`src/rtl/fp_mul_sched.sv`:
```
// Issue arbiter and credit-limited result FIFO for the shared 2-cycle pipelined FP multiplier.
// Round-robin grant, shadow pipe tracking live ops and their exception flags, writeback buffer.
module fp_mul_sched #(
    parameter int unsigned RV       = 64,
    parameter int unsigned LNCOMMIT = 6,
    parameter int unsigned NHART    = 1,
    parameter int unsigned LNHART   = 1,
    parameter int unsigned NREQ     = 2,
    parameter int unsigned LNREQ    = 1,
    parameter int unsigned FDEPTH   = 4,
    localparam int unsigned HW      = (NHART == 1) ? 1 : LNHART
) (
    input  logic                     i_clk,
    input  logic                     i_reset,
    input  logic [NREQ-1:0]          i_req_valid,
    input  logic [NREQ*LNCOMMIT-1:0] i_req_rd,
    input  logic [NREQ*HW-1:0]       i_req_hart,
    output logic [NREQ-1:0]          o_req_ack,
    output logic                     o_mul_start,
    output logic [LNREQ-1:0]         o_mul_sel,
    output logic [LNCOMMIT-1:0]      o_mul_rd,
    output logic [HW-1:0]            o_mul_hart,
    input  logic                     i_mul_exception,
    input  logic                     i_mul_valid,
    input  logic [RV-1:0]            i_mul_res,
    input  logic [LNCOMMIT-1:0]      i_mul_rd_out,
    input  logic [HW-1:0]            i_mul_hart_out,
    input  logic                     i_flush,
    output logic                     o_wb_req,
    output logic [RV-1:0]            o_wb_res,
    output logic [LNCOMMIT-1:0]      o_wb_rd,
    output logic [HW-1:0]            o_wb_hart,
    output logic                     o_wb_exception,
    input  logic                     i_wb_ack
);

    localparam int unsigned AW = $clog2(FDEPTH);

    logic [LNREQ-1:0]    r_rr;
    logic                r_s0_live;
    logic                r_s0_exc;
    logic                r_s1_live;
    logic                r_s1_exc;
    logic [AW:0]         r_wptr;
    logic [AW:0]         r_rptr;
    logic [AW:0]         r_count;

    logic [RV-1:0]       r_mem_res  [FDEPTH];
    logic [LNCOMMIT-1:0] r_mem_rd   [FDEPTH];
    logic [HW-1:0]       r_mem_hart [FDEPTH];
    logic                r_mem_exc  [FDEPTH];

    logic                w_grant_found;
    logic [LNREQ-1:0]    w_grant_idx;
    logic [LNREQ:0]      w_scan;
    logic [LNREQ:0]      w_rr_inc;
    logic [LNREQ-1:0]    w_rr_next;
    logic [AW+1:0]       w_used;
    logic                w_credit;
    logic                w_issue;
    logic                w_empty;
    logic                w_full;
    logic                w_push;
    logic                w_pop;
    logic [AW:0]         w_count_next;

    // Scan from the lowest priority upward so the highest-priority valid requester wins last.
    always_comb begin
        w_grant_found = 1'b0;
        w_grant_idx   = '0;
        w_scan        = '0;
        for (int k = NREQ - 1; k >= 0; k--) begin
            w_scan = {1'b0, r_rr} + (LNREQ + 1)'(k);
            if (w_scan >= (LNREQ + 1)'(NREQ)) begin
                w_scan = w_scan - (LNREQ + 1)'(NREQ);
            end
            if (i_req_valid[w_scan[LNREQ-1:0]]) begin
                w_grant_found = 1'b1;
                w_grant_idx   = w_scan[LNREQ-1:0];
            end
        end
    end

    always_comb begin
        w_rr_inc = {1'b0, w_grant_idx} + (LNREQ + 1)'(1);
        if (w_rr_inc >= (LNREQ + 1)'(NREQ)) begin
            w_rr_next = '0;
        end else begin
            w_rr_next = w_rr_inc[LNREQ-1:0];
        end
    end

    always_comb begin
        w_used   = (AW + 2)'(r_count) + (AW + 2)'(r_s0_live) + (AW + 2)'(r_s1_live);
        w_credit = w_used < (AW + 2)'(FDEPTH);
        w_issue  = w_grant_found && w_credit && !i_flush && !i_reset;
    end

    always_comb begin
        o_mul_start = w_issue;
        o_req_ack   = '0;
        o_mul_sel   = '0;
        o_mul_rd    = '0;
        o_mul_hart  = '0;
        if (w_issue) begin
            o_req_ack[w_grant_idx] = 1'b1;
            o_mul_sel              = w_grant_idx;
            o_mul_rd               = i_req_rd[w_grant_idx*LNCOMMIT +: LNCOMMIT];
            o_mul_hart             = i_req_hart[w_grant_idx*HW +: HW];
        end
    end

    always_comb begin
        w_empty = (r_wptr == r_rptr);
        w_full  = (r_wptr[AW] != r_rptr[AW]) && (r_wptr[AW-1:0] == r_rptr[AW-1:0]);
        // Results reaching a squashed stage-1 slot belong to flushed ops and are dropped.
        w_push  = i_mul_valid && r_s1_live && !i_flush;
        w_pop   = !w_empty && i_wb_ack && !i_flush;
        unique case ({w_push, w_pop})
            2'b10:   w_count_next = r_count + 1'b1;
            2'b01:   w_count_next = r_count - 1'b1;
            default: w_count_next = r_count;
        endcase
    end

    always_comb begin
        o_wb_req       = !w_empty;
        o_wb_res       = r_mem_res[r_rptr[AW-1:0]];
        o_wb_rd        = r_mem_rd[r_rptr[AW-1:0]];
        o_wb_hart      = r_mem_hart[r_rptr[AW-1:0]];
        o_wb_exception = r_mem_exc[r_rptr[AW-1:0]];
    end

    always_ff @(posedge i_clk or posedge i_reset) begin
        if (i_reset) begin
            r_rr      <= '0;
            r_s0_live <= 1'b0;
            r_s0_exc  <= 1'b0;
            r_s1_live <= 1'b0;
            r_s1_exc  <= 1'b0;
            r_wptr    <= '0;
            r_rptr    <= '0;
            r_count   <= '0;
        end else if (i_flush) begin
            r_s0_live <= 1'b0;
            r_s1_live <= 1'b0;
            r_wptr    <= '0;
            r_rptr    <= '0;
            r_count   <= '0;
        end else begin
            r_s0_live <= w_issue;
            r_s0_exc  <= w_issue & i_mul_exception;
            r_s1_live <= r_s0_live;
            r_s1_exc  <= r_s0_exc;
            if (w_issue) begin
                r_rr <= w_rr_next;
            end
            if (w_push) begin
                r_wptr <= r_wptr + 1'b1;
            end
            if (w_pop) begin
                r_rptr <= r_rptr + 1'b1;
            end
            r_count <= w_count_next;
        end
    end

    always_ff @(posedge i_clk) begin
        if (w_push) begin
            r_mem_res[r_wptr[AW-1:0]]  <= i_mul_res;
            r_mem_rd[r_wptr[AW-1:0]]   <= i_mul_rd_out;
            r_mem_hart[r_wptr[AW-1:0]] <= i_mul_hart_out;
            r_mem_exc[r_wptr[AW-1:0]]  <= r_s1_exc;
        end
    end

`ifndef SYNTHESIS
    always_ff @(posedge i_clk) begin
        if (!i_reset) begin
            assert (!r_s1_live || i_mul_valid)
            else $error("fp_mul_sched: live stage-1 op without mul_valid");
            assert (!(w_push && w_full))
            else $error("fp_mul_sched: push into full result FIFO");
        end
    end
`endif

endmodule

```
`config.mk`:
```
export PLATFORM = sky130hd
export DESIGN_NAME = fp_mul_sched
export DESIGN_NICKNAME = d
export VERILOG_FILES = /design/src/rtl/fp_mul_sched.sv
export SDC_FILE = /design/constraint.sdc
export NUM_CORES = 1
export LEC_CHECK = 0
export CAP_MARGIN = 20
export CORE_MARGIN = 2
export CORE_UTILIZATION = 50
export CTS_BUF_LIST = sky130_fd_sc_hd__clkbuf_16
export DETAILED_ROUTE_END_ITERATION = 6
export MAX_ROUTING_LAYER = met4
export PLACE_DENSITY_LB_ADDON = 0.25
export RECOVER_POWER = 25
export REMOVE_ABC_BUFFERS = 1
export SYNTH_ARGS = -nofsm -noshare
export SYNTH_HDL_FRONTEND = slang
export SYNTH_SLANG_ARGS = --single-unit
```
`constraint.sdc`:
```
create_clock -name i_clk -period 11.2 [get_ports i_clk]
set_input_delay 1.12 -clock i_clk [delete_from_list [all_inputs] [get_ports i_clk]]
set_output_delay 1.12 -clock i_clk [all_outputs]
set_load 0.05 [all_outputs]
```
# [Word-level counts from Yosys, hierarchy flattened]
# Memories as Yosys holds them, arrays and structs flattened.
# Index checks and enable logic that the tools add are counted.
# W data, S select, Z words.
[classes] add_sub_neg=10 mul=1 n_lt_le_gt_ge=8 n_eq_ne=3 shift=2 mux=27 bitwise_logic=2 n_reduce_logical=15
[op_table] op="$mux W1" count=18
[op_table] op="$mux W3" count=5
[op_table] op="$shiftx A12 B5 Y6" count=1
[op_table] op="$add A3 B1 Y3 const B" count=3
[op_table] op="$logic_and A1 B1 Y1" count=8
[op_table] op="$lt A1 B2 Y1 const B" count=3
[op_table] op="$mux W6" count=1
[op_table] op="$pmux W3 S2" count=1
[op_table] op="$add A1 B1 Y2 const B" count=2
[op_table] op="$add A3 B1 Y4" count=1
[op_table] op="$add A4 B1 Y4" count=1
[op_table] op="$ge A2 B2 Y1 const B" count=2
[op_table] op="$lt A4 B3 Y1 const B" count=1
[op_table] op="$reduce_bool A2 Y1" count=2
[op_table] op="$eq A3 B3 Y1" count=1
[op_table] op="$logic_not A1 Y1" count=3
[op_table] op="$mul A1 B2 Y3 const B" count=1
[op_table] op="$reduce_bool A3 Y1" count=1
[op_table] op="$sub A3 B1 Y3 const B" count=1
[op_table] op="$eq A2 B1 Y1 const B" count=1
[op_table] op="$eq A2 B2 Y1 const B" count=1
[op_table] op="$ge A1 B2 Y1 const B" count=1
[op_table] op="$mux W2" count=1
[op_table] op="$reduce_and A2 Y1" count=1
[op_table] op="other kinds (6)" count=7
[totals] regBits=14 mem_bits_rw=288 input_bits=93 output_inout_bits=84 wordCells=80 mem_count=4
[mem_list] memory="r_mem_res" depth=4 word_bits=64 read_ports=1 rd_clocked_by_memory_dff=0 wr=1 line_no="48" source="logic [RV-1:0] r_mem_res [FDEPTH];"
[mem_list] memory="r_mem_rd" depth=4 word_bits=6 read_ports=1 rd_clocked_by_memory_dff=0 wr=1 line_no="49" source="logic [LNCOMMIT-1:0] r_mem_rd [FDEPTH];"
[mem_list] memory="r_mem_exc" depth=4 word_bits=1 read_ports=1 rd_clocked_by_memory_dff=0 wr=1 line_no="51" source="logic r_mem_exc [FDEPTH];"
[mem_list] memory="r_mem_hart" depth=4 word_bits=1 read_ports=1 rd_clocked_by_memory_dff=0 wr=1 line_no="50" source="logic [HW-1:0] r_mem_hart [FDEPTH];"

# [Logic depth before layout (Yosys ltp)]
# Gate-level depths: netlist of run 1.
[logic_depth] depth_word=12 depth_mapped=7 depth_no_buf=7

# [Worst setup path before layout of run 1]
# OpenSTA, ideal clock, no wires.
[synth_path] kind="input to register" start="input i_flush" end="memory r_mem_exc[0] (enable)" setup_time_ns=0.606 t_arrival_ns=6.798 required_ns=10.594 setup_slack_ns=3.797 cell_stages=3 n_path_buf=2 cell_sequence="clkbuf_1 -> clkbuf_1 -> nor3b_1"
[synth_via] elab_chain_len=4
[synth_lines] element="start, declared" line_no="28" source="input logic i_flush,"
[synth_lines] element="$logic_not A1 Y1" line_no="117" source="w_push = i_mul_valid && r_s1_live && !i_flush;"
[synth_lines] element="$logic_and A1 B1 Y1" line_no="117"
[synth_lines] element="$mux W1" line_no="169" source="if (w_push) begin"
[synth_lines] element="$mux W1 (implied by the code)" line_no="173" source="r_mem_exc[r_wptr[AW-1:0]] <= r_s1_exc;"
[synth_lines] element="end, declared" line_no="51"
# Every way passes these cells.

# [Final worst setup path of run 1]
[layout_path] start="input i_flush" end="output o_req_ack[0]"
[layout_via] elab_chain_len=4
[layout_lines] element="$logic_not A1 Y1" line_no="96" source="w_issue = w_grant_found && w_credit && !i_flush && !i_reset;"
[layout_lines] element="$logic_and A1 B1 Y1 (2 in a row)" line_no="96"
[layout_lines] element="$mux W2" line_no="105" source="if (w_issue) begin"
[layout_lines] element="end, declared" line_no="18" source="output logic [NREQ-1:0] o_req_ack,"
# Every way passes these cells.

==> results of run 1 <==
-- cells by family after synthesis --
kind of cell	share of synthesized area (%)
buffers and inverters	1.02
and+or+nand+nor	1.55
xor gates and xnor gates	0.543
DFF	79.8
muxes	15.7
AOI/OAI and AO/OA	0.610
adders and majority gates	0.843
-- area by class of cell --
type                            instances  area, µm²
Multi-Input combinational cell        143       2190
Tap cell                              280        350
Timing Repair Buffer                  187       1880
Sequential cell                       302       9010
Fill cell                            1400       7490
Clock buffer                           31        776
Inverter                                8       30.0
Antenna cell                            2       5.00
Clock inverter                         22        230
-- through the flow --
| stage | worst slack (ns) | util, % | instance area, µm² | cells | hold WS (ns) |
|---|---|---|---|---|---|
| after floorplan | 4.00 | - | 11200 | 453 | 0.465 |
| after global placement | 6.21 | 61.0 | 13400 | 918 | 0.480 |
| after CTS | 6.15 | 65.6 | 14400 | 971 | 0.506 |
| after global routing | 5.97 | 65.9 | 14500 | 975 | 0.532 |
| after detailed placement | 6.17 | 61.0 | 13400 | 918 | 0.487 |
| final | 6.14 | 65.9 | 14500 | 975 | 0.499 |
-- worst max path at each step --
| stage | from | end |
|---|---|---|
| 6_report | i_flush | o_req_ack[0] |
| 4_1_cts | i_flush | o_req_ack[0] |
| 3_5_place_dp | i_flush | o_req_ack[0] |
| 5_1_grt | i_flush | o_req_ack[0] |
| 3_3_place_gp | i_flush | o_req_ack[0] |
| 2_1_floorplan | i_mul_valid | r_mem_exc[0]$_DFFE_PP_ |
-- worst register-to-register path: cells and delay by family (launching register included) --
kind | cells | cell delay (ns)
adders and majority gates | 1 | 0.42
muxes | 2 | 0.40
AOI/OAI and AO/OA | 1 | 0.44
DFF | 1 | 0.75
and+or+nand+nor | 2 | 0.32
xor gates and xnor gates | 1 | 0.21
buffers and inverters | 1 | 0.51
-- routing by layer --
metal	track usage (%)	vias to the layer above	share of wire [%]
met5	-	-	0
met4	3.25	0	0.82
met3	3.95	18	6.2
met2	30.1	163	52
met1	24.1	2817	41
li1	-	2376	-
-- state kept, by name, indices dropped and copies added (netlist names) --
name / count
r_mem_res: 256
r_mem_rd: 24
r_mem_exc: 4
r_mem_hart: 4
r_count: 3
r_rptr: 3
r_wptr: 3
r_rr: 1
r_s0_exc: 1
r_s0_live: 1
r_s1_exc: 1
r_s1_live: 1
-- power by group --
group	total (mW)	switching [mW]	leakage, nW	internal [mW]
sequential	1.25	0.00706	2.78	1.24
combinational	0.175	0.0956	1.44	0.0791
clock	1.00	0.388	0.506	0.612
-- placed cells by master (no fill, tap or decap), drive strengths merged --
| cell | n |
|---|---|
| or2 | 1 |
| mux4 | 72 |
| bufinv | 5 |
| o21ai | 3 |
| buf | 11 |
| diode | 2 |
| xor2 | 5 |
| o31ai | 1 |
| dfrtp | 14 |
| clkinvlp | 2 |
| nor2b | 2 |
| nand3 | 2 |
| edfxtp | 288 |
| a22o | 1 |
| inv | 12 |
| xnor2 | 2 |
| dlygate4sd3 | 44 |
| nor3 | 1 |
| mux2 | 3 |
| and2 | 1 |
| clkbuf | 31 |
| and3 | 1 |
| nor2 | 14 |
| mux2i | 11 |
| fa | 1 |
| nand2b | 3 |
| clkdlybuf4s50 | 132 |
| or3 | 2 |
| clkinv | 11 |
| a21oi | 4 |
| nand2 | 2 |
| nor3b | 5 |
| ha | 6 |
-- synth_stat cells --
library cell	count	area share [%]
clkbuf_1	7	0.23
and2_1	1	0.055
edfxtp_1	288	77
nand2b_1	3	0.17
nand3_1	2	0.089
mux2_4	1	0.13
o31ai_4	1	0.19
inv_1	8	0.27
fa_1	1	0.18
xnor2_1	2	0.16
nor3_1	1	0.044
o21ai_0	1	0.044
a22o_1	1	0.078
buf_4	1	0.067
nor3b_1	5	0.33
or2_2	1	0.055
nand2_1	2	0.067
buf_1	3	0.10
o21ai_2	1	0.078
buf_2	8	0.35
mux2i_1	11	0.98
nor2_1	14	0.47
dfrtp_1	14	3.1
a21oi_1	4	0.18
xor2_1	5	0.39
or3_1	2	0.11
nor2b_1	2	0.11
mux4_2	72	14
ha_1	6	0.67
mux2_2	2	0.20
o21ai_1	1	0.044
and3_1	1	0.055
==> impl_metrics.xml, run 1 <==
<?xml version="1.0" encoding="UTF-8"?>
<metrics>
  <group name="power_and_ir_drop">
    <metric name="power_per_cell_area" unit="mW/mm²">168</metric>
    <metric name="ir_worst_vdd" unit="V">0.000117</metric>
    <metric name="static-leakage-power" unit="nW">4.72</metric>
    <metric name="report.power.total" unit="mW">2.42</metric>
  </group>
  <group name="timing">
    <metric name="finalCritPeriodShare" unit="%">45.2</metric>
    <metric name="slew-limit-headroom" unit="%">50.5</metric>
    <metric name="period_needed" unit="ns">5.06</metric>
    <metric name="grt_setup_unrepaired" unit="">false</metric>
    <metric name="final_hold_viol_count" unit="">0</metric>
    <metric name="final.setup.tns" unit="ns">0</metric>
    <metric name="finalMaxSlewViolations" unit="">0</metric>
    <metric name="finalSetupViolations" unit="">0</metric>
    <metric name="timing_worst_slew_pin_value" unit="ns">0.740</metric>
    <metric name="max_freq" unit="MHz">198</metric>
    <metric name="clock-skew-final" unit="ns">0.00444</metric>
  </group>
  <group name="critical_path">
    <metric name="number_of_cells_on_the_worst_reg_to_reg_path" unit="">8</metric>
    <metric name="worst_path_dominant_cell_family" unit="">buffers and inverters</metric>
    <metric name="rr_endpoint" unit="">r_count[2]$_DFFE_PP0P_</metric>
    <metric name="worstPathCellList" unit="">clkdlybuf4s50_1, or2_2, nor3_1, o21ai_1, inv_1, and2_1, clkdlybuf4s50_1</metric>
    <metric name="worst-path-stages" unit="">7</metric>
    <metric name="critPathCaptureType" unit="">output pin</metric>
    <metric name="worst-setup-path-type" unit="">primary input to output pin</metric>
    <metric name="worst-endpoint-arrival" unit="ns">3.94</metric>
    <metric name="start_kind" unit="">primary input</metric>
    <metric name="timing.reg2reg.setup_slack" unit="ns">8.07</metric>
    <metric name="worst_r2r_startpoint" unit="">r_rptr[0]$_DFFE_PP0P_</metric>
    <metric name="worst-endpoint-required" unit="ns">10.08</metric>
    <metric name="timing.critical_path.slowest_stage_cell" unit="">clkdlybuf4s50_1</metric>
    <metric name="worst_path_largest_cell_delay" unit="ns">0.80</metric>
    <metric name="cp_num_buf_inv" unit="">3</metric>
    <metric name="critical-path-top-cell-by-count" unit="">clkdlybuf4s50_1</metric>
    <metric name="timing.critical_path.fanout_max" unit="">20</metric>
  </group>
  <group name="clock_tree">
    <metric name="worst_skew_pair.late_latency" unit="ns">0.52</metric>
    <metric name="tritoncts" unit="">yes</metric>
    <metric name="cts-htree-levels" unit="">1</metric>
    <metric name="post_cts_hold_buffer_count" unit="">0</metric>
    <metric name="cts.clk_slew.worst_paths" unit="ns">0.06</metric>
    <metric name="cts-buffers-inserted" unit="">30</metric>
    <metric name="cts_resized" unit="">0</metric>
    <metric name="postCtsSetupRepairBufs" unit="">0</metric>
    <metric name="clock_tree.root_cell" unit="">clkbuf_16</metric>
    <metric name="tritoncts_num_sinks" unit="">302</metric>
    <metric name="ctsLongestPathBuffers" unit="">3</metric>
  </group>
  <group name="logic_synthesis">
    <metric name="synth_area" unit="mm²">0.0113</metric>
    <metric name="synth_cell_type_count" unit="">32</metric>
    <metric name="seq_area_frac_synth" unit="%">79.8</metric>
    <metric name="ys_warn_count" unit="">0</metric>
    <metric name="syn-instance-count" unit="">472</metric>
    <metric name="avgSynthCellArea" unit="µm²">23.9</metric>
    <metric name="synth-seq-cells" unit="">302</metric>
  </group>
  <group name="global_routing">
    <metric name="grt_max_degree" unit="">76</metric>
    <metric name="global_route.overflow_total" unit="">0</metric>
    <metric name="grt_antenna_before_repair" unit="">2</metric>
    <metric name="first_global_vias" unit="">5848</metric>
    <metric name="gr-usage-all-layers" unit="%">18.2</metric>
    <metric name="grt_first_pass_wirelength" unit="mm">32.3</metric>
  </group>
  <group name="drt">
    <metric name="wl_per_cell" unit="µm">21.4</metric>
    <metric name="drc" unit="">0</metric>
    <metric name="detail_route.first_pass.iterations" unit="">4</metric>
    <metric name="totalWireLength" unit="mm">20.9</metric>
    <metric name="routed_via_density" unit="">5.51</metric>
    <metric name="drtAntennaViolNets" unit="">0</metric>
    <metric name="num_vias" unit="">5374</metric>
    <metric name="detail_route.iter0.violations" unit="">288</metric>
  </group>
  <group name="layout">
    <metric name="post_route_cells_drive_above_1_share" unit="%">20.1</metric>
    <metric name="layout-area-overhead-vs-synth" unit="%">28.3</metric>
    <metric name="num-nets-final" unit="">772</metric>
  </group>
  <group name="die">
    <metric name="design.die.area" unit="mm²">0.0238</metric>
    <metric name="coreArea" unit="mm²">0.0220</metric>
    <metric name="floorplan.die.width" unit="µm">154</metric>
    <metric name="io_pins" unit="">177</metric>
    <metric name="start_util" unit="%">51.4</metric>
    <metric name="rows" unit="">54</metric>
    <metric name="fp.dieH" unit="µm">154</metric>
  </group>
  <group name="placed_design">
    <metric name="routabilityCongestion" unit="">0.742</metric>
    <metric name="numPortBuffers" unit="">176</metric>
    <metric name="place_hpwl" unit="mm">12.2</metric>
  </group>
  <group name="flow_run">
    <metric name="drv.max_cap_violation_count" unit="">0</metric>
  </group>
  <group name="hold_path">
    <metric name="hp-start" unit="">r_s0_live$_DFF_PP0_</metric>
    <metric name="timing.hold.worst.class" unit="">register to register</metric>
    <metric name="min_delay_path_depth" unit="">1</metric>
    <metric name="hold-path-endpoint" unit="">r_s1_live$_DFF_PP0_</metric>
  </group>
  <group name="run_status">
    <metric name="status" unit="">finished clean</metric>
  </group>
</metrics>
Power figures use the tool's default switching activity.
==> run 2: changes to the inputs <==
--- a/config.mk
+++ b/config.mk
@@ -7,7 +7,7 @@
 export LEC_CHECK = 0
 export CAP_MARGIN = 20
 export CORE_MARGIN = 2
-export CORE_UTILIZATION = 50
+export CORE_UTILIZATION = 48
 export CTS_BUF_LIST = sky130_fd_sc_hd__clkbuf_16
 export DETAILED_ROUTE_END_ITERATION = 6
 export MAX_ROUTING_LAYER = met4
==> constraint.sdc (replaced) <==
create_clock -name i_clk -period 4.3 [get_ports i_clk]
set_input_delay 0.43 -clock i_clk [delete_from_list [all_inputs] [get_ports i_clk]]
set_output_delay 0.43 -clock i_clk [all_outputs]
set_load 0.05 [all_outputs]
==> run 2 against run 1 <==
First-iteration DRC count up 13%. Worst setup slack worse by 5.2 ns. Final area down 0.47%. Die area up 4.1%. Register-to-register slack worse by 6.6 ns. Total power rose to 2.5 times the previous value. Worst hold slack worse by 0.21 ns. Routed wire length down 1.3%.
==> impl_metrics.xml, run 2 (synthesis results as in run 1) <==
<?xml version="1.0" encoding="UTF-8"?>
<metrics>
  <group name="critical_path">
    <metric name="number_of_cells_on_the_worst_reg_to_reg_path" unit="">7</metric>
    <metric name="worst-endpoint-required" unit="ns">3.87</metric>
    <metric name="critPathCaptureType" unit="">output pin</metric>
    <metric name="setup.worst_path.start" unit="">r_rptr[0]$_DFFE_PP0P_</metric>
    <metric name="timing.reg2reg.setup_slack" unit="ns">1.44</metric>
    <metric name="worst-setup-path-type" unit="">register to output pin</metric>
    <metric name="start_kind" unit="">register</metric>
    <metric name="timing.critical_path.fanout_max" unit="">19</metric>
    <metric name="worst_r2r_startpoint" unit="">r_rptr[1]$_DFFE_PP0P_</metric>
    <metric name="worst-endpoint-arrival" unit="ns">2.94</metric>
    <metric name="cp-endpoint" unit="">o_wb_res[7]</metric>
    <metric name="rr_endpoint" unit="">r_count[2]$_DFFE_PP0P_</metric>
  </group>
  <group name="timing">
    <metric name="period_needed" unit="ns">3.37</metric>
    <metric name="finalSetupViolations" unit="">0</metric>
    <metric name="grt_setup_unrepaired" unit="">false</metric>
    <metric name="slew-limit-headroom" unit="%">48.8</metric>
    <metric name="final_hold_viol_count" unit="">0</metric>
    <metric name="finalMaxSlewViolations" unit="">0</metric>
    <metric name="max_freq" unit="MHz">297</metric>
    <metric name="finalCritPeriodShare" unit="%">78.3</metric>
    <metric name="timing_worst_slew_pin_value" unit="ns">0.769</metric>
    <metric name="clock-skew-final" unit="ns">0.0100</metric>
  </group>
  <group name="layout">
    <metric name="leading_cell_type_in_the_layout_fill_and_taps_excluded" unit="">edfxtp_1</metric>
    <metric name="final_design_area_no_fill" unit="mm²">0.0144</metric>
    <metric name="fill_cells" unit="">1633</metric>
    <metric name="num-nets-final" unit="">774</metric>
    <metric name="layout-area-overhead-vs-synth" unit="%">27.7</metric>
    <metric name="final_cell_mix" unit="">288 x edfxtp_1, 131 x clkdlybuf4s50_1, 72 x mux4_2</metric>
    <metric name="largest_register_ffs" unit="">256</metric>
    <metric name="post_route_cells_drive_above_1_share" unit="%">19.3</metric>
    <metric name="finalCoreUtilization" unit="%">61.9</metric>
  </group>
  <group name="drt">
    <metric name="totalWireLength" unit="mm">20.6</metric>
    <metric name="num_vias" unit="">5369</metric>
    <metric name="detail_route.first_pass.iterations" unit="">4</metric>
    <metric name="wl_per_cell" unit="µm">20.3</metric>
    <metric name="drc" unit="">0</metric>
    <metric name="routed_via_density" unit="">5.29</metric>
    <metric name="drtAntennaViolNets" unit="">0</metric>
    <metric name="detail_route.iter0.violations" unit="">326</metric>
  </group>
  <group name="clock_tree">
    <metric name="cts-buffers-inserted" unit="">29</metric>
    <metric name="ctsLongestPathBuffers" unit="">3</metric>
    <metric name="worst_skew_pair.late_latency" unit="ns">0.53</metric>
    <metric name="tritoncts_num_sinks" unit="">302</metric>
    <metric name="clock_tree.root_cell" unit="">clkbuf_16</metric>
    <metric name="cts_resized" unit="">0</metric>
    <metric name="cts-htree-levels" unit="">1</metric>
    <metric name="cts.clk_slew.worst_paths" unit="ns">0.06</metric>
    <metric name="post_cts_hold_buffer_count" unit="">0</metric>
    <metric name="tritoncts" unit="">yes</metric>
    <metric name="postCtsSetupRepairBufs" unit="">0</metric>
  </group>
  <group name="die">
    <metric name="io_pins" unit="">177</metric>
    <metric name="start_util" unit="%">48.5</metric>
    <metric name="coreArea" unit="mm²">0.0233</metric>
    <metric name="fp.dieH" unit="µm">157</metric>
    <metric name="rows" unit="">56</metric>
    <metric name="floorplan.die.width" unit="µm">157</metric>
    <metric name="design.die.area" unit="mm²">0.0247</metric>
  </group>
  <group name="power_and_ir_drop">
    <metric name="share_comb_of_total_power" unit="%">7.5</metric>
    <metric name="power_switching_share" unit="%">20.6</metric>
    <metric name="static-leakage-power" unit="nW">4.69</metric>
    <metric name="pwr-share-clk" unit="%">39.0</metric>
    <metric name="total_switching_power" unit="mW">1.26</metric>
    <metric name="power_per_cell_area" unit="mW/mm²">423</metric>
    <metric name="seqPwrFrac" unit="%">53.4</metric>
    <metric name="int_pwr" unit="mW">4.83</metric>
    <metric name="ir_worst_vdd" unit="V">0.000309</metric>
  </group>
  <group name="placed_design">
    <metric name="postPlaceCellArea" unit="mm²">0.0135</metric>
    <metric name="routabilityCongestion" unit="">0.766</metric>
    <metric name="numPortBuffers" unit="">176</metric>
    <metric name="place_hpwl" unit="mm">12.5</metric>
  </group>
  <group name="global_routing">
    <metric name="grt_antenna_before_repair" unit="">2</metric>
    <metric name="grt_max_degree" unit="">51</metric>
    <metric name="gr-usage-all-layers" unit="%">17.3</metric>
    <metric name="grt_first_pass_wirelength" unit="mm">31.5</metric>
    <metric name="global_route.overflow_total" unit="">0</metric>
    <metric name="first_global_vias" unit="">5785</metric>
  </group>
  <group name="run_status">
    <metric name="status" unit="">finished clean</metric>
  </group>
  <group name="hold_path">
    <metric name="timing.hold.worst.class" unit="">primary input to async pin</metric>
  </group>
  <group name="flow_run">
    <metric name="drv.max_cap_violation_count" unit="">0</metric>
  </group>
</metrics>
[run 2: cell types whose count changed in the layout (fill, tap and decap cells not counted), sizes merged]
cell | before | now
bufinv | 5 | 3
dlygate4sd3 | 44 | 45
buf | 11 | 14
clkdlybuf4s50 | 132 | 131
inv | 12 | 15
clkbuf | 31 | 29
clkinvlp | 2 | 1
[run 2: power groups by stage]
stage | Sequential [mW] | Clock (mW) | Combinational [mW]
floorplan | 3.33 | 0 | 0.245
global placement | 3.31 | 0 | 0.461
detailed placement | 3.32 | 0 | 0.471
CTS | 3.25 | 2.43 | 0.473
global route | 3.25 | 2.54 | 0.486
finish | 3.25 | 2.38 | 0.459
[run 2: worst min-delay path by stage]
stage | from | end | slack [ns] | depth (start not counted)
after global placement | r_s0_live$_DFF_PP0_ | r_s1_live$_DFF_PP0_ | 0.49 | 1
after CTS | i_reset | r_rr$_DFFE_PP0P_ | 0.28 | 2
after detailed placement | r_s0_exc$_DFFE_PP0N_ | r_s0_exc$_DFFE_PP0N_ | 0.50 | 1
final | i_reset | r_rr$_DFFE_PP0P_ | 0.29 | 2
after global routing | i_reset | r_s0_live$_DFF_PP0_ | 0.33 | 2
after floorplan | i_reset | r_count[0]$_DFFE_PP0P_ | 0.32 | 1
[run 2: through the flow]
stage | setup slack [ns] | TNS [ns] | power (mW) | hold slack (ns) | cells
finish | 0.932 | 0 | 6.09 | 0.291 | 1015
global route | 0.751 | 0 | 6.28 | 0.331 | 1015
CTS | 0.836 | 0 | 6.16 | 0.278 | 1013
detailed placement | 0.975 | 0 | 3.79 | 0.504 | 962
global placement | 1.03 | 0 | 3.77 | 0.488 | 962
floorplan | -2.21 | -636.81 | 3.57 | 0.319 | 453
[run 2: layer usage]
layer	wire length, µm	GRT usage [%]
met5	0	-
met4	318	4.16
met3	1410	3.72
met2	10600	28.9
met1	8330	21.9
[run 2: cell type report]
type                            instances  area (µm²)  area share (%)
Multi-Input combinational cell        143        2190            15.2
Tap cell                              319         399            2.77
Inverter                                8        30.0           0.208
Antenna cell                            2        5.00          0.0347
Sequential cell                       302        9010            62.5
Clock inverter                         22         169            1.17
Clock buffer                           29         726            5.04
Timing Repair Buffer                  190        1880            13.0
[run 2: critical path, cell delays in order, from the launching register on]
cell and delay, ns:
dfrtp_4 0.67, buf_4 0.43, mux4_2 0.57, clkdlybuf4s50_1 0.71
==> run 3: changes to the inputs <==
==> constraint.sdc (replaced) <==
create_clock -name i_clk -period 2.75 [get_ports i_clk]
set_input_delay 0.275 -clock i_clk [delete_from_list [all_inputs] [get_ports i_clk]]
set_output_delay 0.275 -clock i_clk [all_outputs]
set_load 0.05 [all_outputs]
==> run 3 against run 2 <==
Combinational power is 58% higher. Cell count is 0.59% higher. Sequential power is 56% higher. First-iteration DRC count is 6.1% lower. Routed wire length is 0.13% lower. Clock power is 59% higher. Critical path type unchanged. Largest power group unchanged.
==> impl_metrics.xml, run 3 (synthesis results as in run 1) <==
<?xml version="1.0" encoding="UTF-8"?>
<metrics>
  <group name="run_status">
    <metric name="status" unit="">finished clean</metric>
  </group>
  <group name="clock_tree">
    <metric name="clock_tree.root_cell" unit="">clkbuf_16</metric>
    <metric name="post_cts_hold_buffer_count" unit="">0</metric>
    <metric name="cts.clk_slew.worst_paths" unit="ns">0.06</metric>
    <metric name="cts-htree-levels" unit="">1</metric>
    <metric name="tritoncts_num_sinks" unit="">302</metric>
    <metric name="ctsLongestPathBuffers" unit="">3</metric>
    <metric name="worst_skew_pair.late_latency" unit="ns">0.53</metric>
    <metric name="tritoncts" unit="">yes</metric>
    <metric name="cts-buffers-inserted" unit="">30</metric>
    <metric name="postCtsSetupRepairBufs" unit="">0</metric>
  </group>
  <group name="timing">
    <metric name="timing_worst_slew_pin_value" unit="ns">0.564</metric>
    <metric name="slew-limit-headroom" unit="%">62.4</metric>
    <metric name="clock-skew-final" unit="ns">0.00946</metric>
    <metric name="finalSetupViolations" unit="">0</metric>
    <metric name="finalMaxSlewViolations" unit="">0</metric>
    <metric name="max_freq" unit="MHz">386</metric>
    <metric name="final_hold_viol_count" unit="">0</metric>
    <metric name="grt_setup_unrepaired" unit="">false</metric>
    <metric name="finalCritPeriodShare" unit="%">94.3</metric>
    <metric name="period_needed" unit="ns">2.59</metric>
  </group>
  <group name="drt">
    <metric name="wl_per_cell" unit="µm">20.2</metric>
    <metric name="totalWireLength" unit="mm">20.6</metric>
    <metric name="drc" unit="">0</metric>
    <metric name="detail_route.iter0.violations" unit="">306</metric>
    <metric name="detail_route.first_pass.iterations" unit="">5</metric>
    <metric name="num_vias" unit="">5346</metric>
    <metric name="drtAntennaViolNets" unit="">0</metric>
    <metric name="routed_via_density" unit="">5.24</metric>
  </group>
  <group name="power_and_ir_drop">
    <metric name="ir_worst_vdd" unit="V">0.000574</metric>
    <metric name="static-leakage-power" unit="nW">4.90</metric>
    <metric name="power_per_cell_area" unit="mW/mm²">660</metric>
  </group>
  <group name="die">
    <metric name="rows" unit="">56</metric>
    <metric name="design.die.area" unit="mm²">0.0247</metric>
    <metric name="fp.dieH" unit="µm">157</metric>
    <metric name="io_pins" unit="">177</metric>
    <metric name="floorplan.die.width" unit="µm">157</metric>
    <metric name="coreArea" unit="mm²">0.0233</metric>
    <metric name="start_util" unit="%">48.5</metric>
  </group>
  <group name="critical_path">
    <metric name="start_kind" unit="">register</metric>
    <metric name="worst-endpoint-arrival" unit="ns">2.32</metric>
    <metric name="worstPathCellList" unit="">buf_12, mux4_2, dlygate4sd2_1</metric>
    <metric name="worst-endpoint-required" unit="ns">2.48</metric>
    <metric name="worst_path_dominant_cell_family" unit="">buffers and inverters</metric>
    <metric name="timing.critical_path.fanout_max" unit="">22</metric>
    <metric name="worst_path_largest_cell_delay" unit="ns">0.54</metric>
    <metric name="critPathCaptureType" unit="">output pin</metric>
    <metric name="timing.reg2reg.setup_slack" unit="ns">0.39</metric>
    <metric name="worst-setup-path-type" unit="">register to output pin</metric>
    <metric name="timing.critical_path.slowest_stage_cell" unit="">dfrtp_4</metric>
    <metric name="cp_num_buf_inv" unit="">2</metric>
  </group>
  <group name="flow_run">
    <metric name="drv.max_cap_violation_count" unit="">0</metric>
  </group>
  <group name="global_routing">
    <metric name="grt_antenna_before_repair" unit="">4</metric>
    <metric name="grt_first_pass_wirelength" unit="mm">31.9</metric>
    <metric name="global_route.overflow_total" unit="">0</metric>
    <metric name="gr-usage-all-layers" unit="%">17.5</metric>
    <metric name="grt_max_degree" unit="">75</metric>
    <metric name="first_global_vias" unit="">5789</metric>
  </group>
  <group name="layout">
    <metric name="finalNonFillerCells" unit="">1021</metric>
    <metric name="post_route_cells_drive_above_1_share" unit="%">28.0</metric>
    <metric name="layout-area-overhead-vs-synth" unit="%">28.8</metric>
    <metric name="final_cell_mix" unit="">288 x edfxtp_1, 72 x mux4_2, 47 x dlygate4sd3_1, 47 x buf_4, 45 x clkdlybuf4s50_1</metric>
    <metric name="num-nets-final" unit="">774</metric>
    <metric name="finalCoreUtilization" unit="%">62.5</metric>
    <metric name="leading_cell_type_in_the_layout_fill_and_taps_excluded" unit="">edfxtp_1</metric>
    <metric name="largest_register_ffs" unit="">256</metric>
  </group>
  <group name="placed_design">
    <metric name="routabilityCongestion" unit="">0.722</metric>
    <metric name="numPortBuffers" unit="">176</metric>
    <metric name="numPlacedInstances" unit="">961</metric>
    <metric name="place_hpwl" unit="mm">12.4</metric>
  </group>
  <group name="hold_path">
    <metric name="timing.hold.worst.class" unit="">primary input to async pin</metric>
  </group>
</metrics>
[run 3: cell types whose count changed in the layout (fill, tap and decap cells not counted), moves of 2 or more]
cell             previous run  this run
inv_1                      15        20
clkbuf_16                  29        31
dlygate4sd3_1              45        47
clkinv_2                    3         6
clkdlybuf4s50_1           131        45
diode_2                     2         5
clkinv_1                    8         2
buf_12                      1        21
dlygate4sd2_1               0        27
buf_4                      13        47
[run 3: metrics by stage]
stage / total power, mW / instance area [µm²] / setup TNS (ns) / setup slack [ns] / hold WS, ns
2_1_floorplan: 5.59 / 11200 / -1182.74 / -3.75 / 0.164
3_3_place_gp: 5.92 / 13600 / 0 / 0.416 / 0.488
3_5_place_dp: 5.93 / 13600 / 0 / 0.361 / 0.506
4_1_cts: 9.71 / 14500 / 0 / 0.00954 / 0.130
5_1_grt: 9.92 / 14500 / 0 / 0.0423 / 0.174
6_report: 9.59 / 14500 / 0 / 0.157 / 0.126
[run 3: worst paths after layout]
check	startpoint	endpoint	depth (start not counted)
max in group asynchronous	i_reset	r_rptr[0]$_DFFE_PP0P_	2
min	i_reset	r_count[1]$_DFFE_PP0P_	2
min reg2reg	r_s0_exc$_DFFE_PP0N_	r_s0_exc$_DFFE_PP0N_	1
max reg2reg	r_rptr[0]$_DFFE_PP0P_	r_count[2]$_DFFE_PP0P_	7
min in group i_clk	i_mul_res[1]	r_mem_res[2][1]$_DFFE_PP_	1
max	r_rptr[0]$_DFFE_PP0P_	o_wb_res[24]	3
[run 3: area by class of cell]
class                   instances  area [µm²]
multi-input cells             143        2190
repair buffers                189        1950
clock buffers                  31         776
inverters                       8        30.0
diodes                          5        12.5
clock inverters                24         159
flip-flops and latches        302        9010
fillers                      1650        8730
well taps                     319         399
[run 3: layer usage]
layer  up-vias  track usage [%]  part of all wire [%]
met4         0             4.11                   1.7
met2       167             28.3                    50
met3        36             4.52                   7.7
met5         -                -                     0
met1      2757             22.6                    41
li1       2386                -                     -
[run 3: repair_timing]
action	CTS	global route
endpoints found under the setup margin	27	30
resized for setup	27	3
cloned	0	0
[run 3: worst reg2reg max path, stage by stage (launching register included)]
cell and delay [ns]:
dfrtp_4 0.57, xor2_1 0.23, o31ai_4 0.42, nor3b_1 0.12
fa_1 0.40, and3_1 0.19, mux2i_1 0.16, mux2i_1 0.20
[run 3: power by group]
group / switching [mW] / leakage [nW] / internal, mW
registers: 0.0186 / 2.78 / 5.06
clock network: 1.58 / 0.505 / 2.21
logic: 0.405 / 1.62 / 0.318
